==> config.mk <==
export PLATFORM = sky130hd
export DESIGN_NAME = accum_sched
export DESIGN_NICKNAME = d
export VERILOG_FILES = /design/src/rtl/accum_sched.sv
export SDC_FILE = /design/constraint.sdc
export NUM_CORES = 1
export LEC_CHECK = 0
export CAP_MARGIN = 0
export CORE_MARGIN = 3
export CORE_UTILIZATION = 35
export DETAILED_ROUTE_END_ITERATION = 8
export GPL_ROUTABILITY_DRIVEN = 1
export GPL_TIMING_DRIVEN = 0
export PLACE_DENSITY = 0.74
export SYNTH_ARGS = -nofsm -noshare
export SYNTH_HDL_FRONTEND = slang
export SYNTH_SLANG_ARGS = --single-unit
==> constraint.sdc <==
create_clock -name PHI -period 1.85 [get_ports PHI]
set_input_delay 0.4625 -clock PHI [delete_from_list [all_inputs] [get_ports PHI]]
set_output_delay 0.4625 -clock PHI [all_outputs]
set_load 0.01 [all_outputs]
==> src/rtl/accum_sched.sv <==
// ============================================================================
// accum_sched : round-robin scheduler sharing one 4-bit accumulator between
//               two requesters, with sticky carry tracking per job.
// Revision    : 1.0
// ============================================================================
`timescale 1ns/1ps
`default_nettype none

module accum_sched (
   input  logic       PHI,
   input  logic       RSTN,
   input  logic       REQ0,
   input  logic       REQ1,
   input  logic [2:0] LEN0,
   input  logic [2:0] LEN1,
   input  logic       OPV0,
   input  logic       OPV1,
   input  logic [3:0] OP0,
   input  logic [3:0] OP1,
   output logic       GNT0,
   output logic       GNT1,
   output logic       OPRDY0,
   output logic       OPRDY1,
   output logic       ACC_RST,
   output logic [3:0] ACC_A,
   output logic       ACC_CIN,
   input  logic [3:0] ACC_SOUT,
   input  logic       ACC_COUT,
   output logic       DONE,
   output logic       DONE_ID,
   output logic [3:0] RESULT,
   output logic       OVF
);

   typedef enum logic [1:0] {
      S_IDLE = 2'd0,
      S_CLR  = 2'd1,
      S_RUN  = 2'd2,
      S_FIN  = 2'd3
   } state_t;

   state_t     state_q, state_d;
   logic       owner_q, owner_d;
   logic       last_q, last_d;
   logic [2:0] cnt_q, cnt_d;
   logic       ovf_acc_q, ovf_acc_d;
   logic [1:0] gnt_q, gnt_d;
   logic       done_q, done_d;
   logic       done_id_q, done_id_d;
   logic [3:0] result_q, result_d;
   logic       ovf_q, ovf_d;

   logic       grant;
   logic       own_opv;
   logic [3:0] own_op;
   logic [1:0] oprdy;
   logic [3:0] acc_a;

   assign own_opv = owner_q ? OPV1 : OPV0;
   assign own_op  = owner_q ? OP1  : OP0;
   // On a tie the side that did not win last time takes the grant.
   assign grant   = (REQ0 & REQ1) ? ~last_q : REQ1;

   always_comb begin
      state_d   = state_q;
      owner_d   = owner_q;
      last_d    = last_q;
      cnt_d     = cnt_q;
      ovf_acc_d = ovf_acc_q;
      gnt_d     = gnt_q;
      done_d    = 1'b0;
      done_id_d = done_id_q;
      result_d  = result_q;
      ovf_d     = ovf_q;
      oprdy     = 2'b00;
      acc_a     = 4'd0;

      case (state_q)
         S_IDLE: begin
            if (REQ0 | REQ1) begin
               owner_d = grant;
               last_d  = grant;
               cnt_d   = grant ? LEN1 : LEN0;
               gnt_d   = grant ? 2'b10 : 2'b01;
               state_d = S_CLR;
            end
         end
         S_CLR: begin
            ovf_acc_d = 1'b0;
            if (cnt_q == 3'd0) begin
               gnt_d   = 2'b00;
               state_d = S_FIN;
            end else begin
               state_d = S_RUN;
            end
         end
         S_RUN: begin
            oprdy[owner_q] = 1'b1;
            if (own_opv) begin
               acc_a     = own_op;
               ovf_acc_d = ovf_acc_q | ACC_COUT;
               cnt_d     = cnt_q - 3'd1;
               if (cnt_q == 3'd1) begin
                  gnt_d   = 2'b00;
                  state_d = S_FIN;
               end
            end
         end
         S_FIN: begin
            result_d  = ACC_SOUT;
            ovf_d     = ovf_acc_q;
            done_id_d = owner_q;
            done_d    = 1'b1;
            state_d   = S_IDLE;
         end
         default: state_d = S_IDLE;
      endcase
   end

   always_ff @(posedge PHI) begin
      if (!RSTN) begin
         state_q   <= S_IDLE;
         owner_q   <= 1'b0;
         last_q    <= 1'b1;
         cnt_q     <= 3'd0;
         ovf_acc_q <= 1'b0;
         gnt_q     <= 2'b00;
         done_q    <= 1'b0;
         done_id_q <= 1'b0;
         result_q  <= 4'd0;
         ovf_q     <= 1'b0;
      end else begin
         state_q   <= state_d;
         owner_q   <= owner_d;
         last_q    <= last_d;
         cnt_q     <= cnt_d;
         ovf_acc_q <= ovf_acc_d;
         gnt_q     <= gnt_d;
         done_q    <= done_d;
         done_id_q <= done_id_d;
         result_q  <= result_d;
         ovf_q     <= ovf_d;
      end
   end

   // The accumulator is cleared together with the scheduler.
   assign ACC_RST = ~RSTN | (state_q == S_CLR);
   assign ACC_A   = acc_a;
   assign ACC_CIN = 1'b0;
   assign GNT0    = gnt_q[0];
   assign GNT1    = gnt_q[1];
   assign OPRDY0  = oprdy[0];
   assign OPRDY1  = oprdy[1];
   assign DONE    = done_q;
   assign DONE_ID = done_id_q;
   assign RESULT  = result_q;
   assign OVF     = ovf_q;

endmodule

`default_nettype wire

==> results.cfg <==
[sta]
clock_skew_ns = 0.00251
finalCritPeriodShare_pct = 97.2
fin_crit_ns = 1.80
rsz0062_at_grt = yes
setup_ws_ns = 0.0520
fmax_mhz = 556
finalSetupTns_ns = 0
setup_viol = 0
finalHoldViolations = 0
report.final.slew_viol_count = 0

[die]
dieArea_um2 = 3620
fp-row-count = 19
io_pins = 42
start_util_pct = 36.9
die_h_um = 60.1
die_x_um = 60.1
core_um2 = 2780

[setup_path]
critical_path.top_delay_family = simple AND/OR/NAND/NOR gates
cp_cell_sequence = inv_4 -> ha_4 -> nor3b_4 -> a211o_1 -> or4_1 -> a21oi_1
r2r_cells = 6
r2r_setup_slack_ns = 0.05
cp-end-kind = register
r2r_start = state_q[0]$_SDFFE_PN0P_
crit_start = state_q[0]$_SDFFE_PN0P_
slowest_delay_ns = 0.49
cp_slowest_cell = or4_1
critical_path_arrival_ns = 2.02
cp-start-kind = register
worstSetupPathType = register to register
worstPathRequired_ns = 2.07
critPathMaxFanout = 8
rr_endpoint = gnt_q[0]$_SDFFE_PN0P_
path_buf_inv = 1

[synthesis]
syn-cell-area_um2 = 1030
yosys_register_bits = 17
synth_area_leader_cell = dfxtp_1
ys.flop_type = dfxtp_1
synth_edf_count = 0
syn_avg_cell_area_um2 = 8.84
synthCells = 116
synthDistinctLibCells = 33
synth_top_area_share_pct = 33.2
yosysSeqAreaShare_pct = 33.2
yosysWarnings = 0
synth_nets = 149
ys_top_cells_by_area = dfxtp_1 33%, mux2i_1 13%, ha_1 9.8%
async_reset_ff_share_pct = 0

[finish]
final_common_cell = clkdlybuf4s50_1
diodes = 0
fin_area_um2 = 1580
nNetsFinal = 201
drive_gt1_share_pct = 25.7
syn2layout_area_growth_pct = 54.4
fin_util_pct = 57.0
mostFrequentLayoutCells = 28 x clkdlybuf4s50_1, 14 x dfxtp_1, 13 x mux2i_1, 13 x nor2_1, 9 x o21ai_0

[clocking]
ctsHoldBuffers = 0
tritoncts = built
cts_sinks = 17
clk_pin_slew_ns = 0.10
htreeDepth = 1
clockRootBuffer = clkbuf_4
clk_latency_ns = 0.29
cts_buffers = 3
cts_buffer_depth = 2

[power_and_ir_drop]
p_total_mw = 1.64
power_density_nw_per_um2 = 1030
leakagePower_nw = 0.645
peakVddDrop_v = 0.000644

[drt]
ant_nets = 0
first_iter_violations = 26
route.met3.wl_um = 204
wl_mm = 2.65
wl_met1_mm = 1.03
vias = 1026
drc_errors = 0
drtPass1Iterations = 4
via_per_inst = 5.18
routed-wl-met2_mm = 1.38
top_layer = met4
wl_per_cell_um = 13.4

[worst_hold_path]
holdPathStages = 2
hold_start = ovf_acc_q$_SDFFE_PN0P_
min_to = ovf_acc_q$_SDFFE_PN0P_
hold_path_class = register to register

[place]
gp_routability_congestion = 0.867
placed_area_um2 = 1460
post-place-ws_ns = -0.556
port_buffers = 39
post-dp-hpwl_mm = 1.97

[grt]
grt_use_total_pct = 15.9
grt_max_degree = 11
antenna_found_initial = 0
grt_pass1_wl_mm = 4.40
overflow = 0
grt_pass1_vias = 1065

[flow_run]
drv_cap = 0

[outcome]
status = completed
## Yosys cell counts (2+ instances only)
cell type and n:
mux2i_1 13, or4_1 2, clkbuf_1 3, o21a_1 2, o21ai_0 9, o211ai_1 2
nand3_1 2, ha_1 8, nand2_1 6, dfxtp_1 17, nor2_1 16, inv_1 9
a21oi_1 7
## area by class of cell
class	count	area, µm²
plain buffers	4	26.3
clock buffers	3	22.5
clock inverters	1	5.00
fillers	262	1200
inverters	9	38.8
multi-input cells	85	672
flip-flops and latches	17	347
well taps	31	38.8
repair buffers	48	434
## power breakdown
group	switching, mW	leakage, nW	internal [mW]
clock	0.119	0.0177	0.0804
sequential	0.0640	0.140	0.454
combinational	0.457	0.487	0.461
## metal layers
| metal | track usage [%] | vias up |
|---|---|---|
| met3 | 3.89 | 5 |
| met4 | 4.75 | 0 |
| met1 | 17.4 | 466 |
| met2 | 29.6 | 44 |
| li1 | - | 511 |
| met5 | 0 | - |
## through the flow
stage | hold WS, ns | std cells
after floorplan | 0.454 | 116
after global placement | 0.461 | 186
after detailed placement | 0.472 | 186
after CTS | 0.486 | 197
after global routing | 0.524 | 198
final | 0.488 | 198
## flip-flops by register name, summed over array words and instances, names as in the netlist
register / cells
owner_q: 1
ovf_acc_q: 1
gnt_q: 2
DONE_ID: 1
state_q: 2
last_q: 1
OVF: 1
RESULT: 4
DONE: 1
cnt_q: 3
## worst max-delay path by stage
stage / cells past startpoint / slack (ns) / end
final: 6 / 0.05 / gnt_q[0]$_SDFFE_PN0P_
after floorplan: 6 / 0.03 / gnt_q[0]$_SDFFE_PN0P_
after global placement: 5 / -0.55 / ACC_A[2]
after CTS: 5 / 0.007 / ACC_RST
after detailed placement: 5 / -0.56 / ACC_A[0]
after global routing: 6 / -0.03 / gnt_q[1]$_SDFFE_PN0P_
## logic make-up after synthesis
logic type,after synthesis,share of synthesized area [%]
compound gates,28,19.0
mux,15,15.2
fa+ha+maj,8,9.76
buf+inv,14,6.22
flops,17,33.2
simple gates,33,16.2
other cells,1,0.366
## worst reg2reg max path, cell delays in order, from the launching register on
cell	delay (ns)
dfxtp_2	0.38
inv_4	0.06
ha_4	0.18
nor3b_4	0.18
a211o_1	0.27
or4_1	0.49
a21oi_1	0.17
## timing repair
action,in CTS,in global routing
endpoints found under the setup margin,9,9
gates resized for setup,41,12
endpoints found under the hold margin,0,0
pin swaps,3,3
setup buffers,8,1
Power figures use the tool's default switching activity.
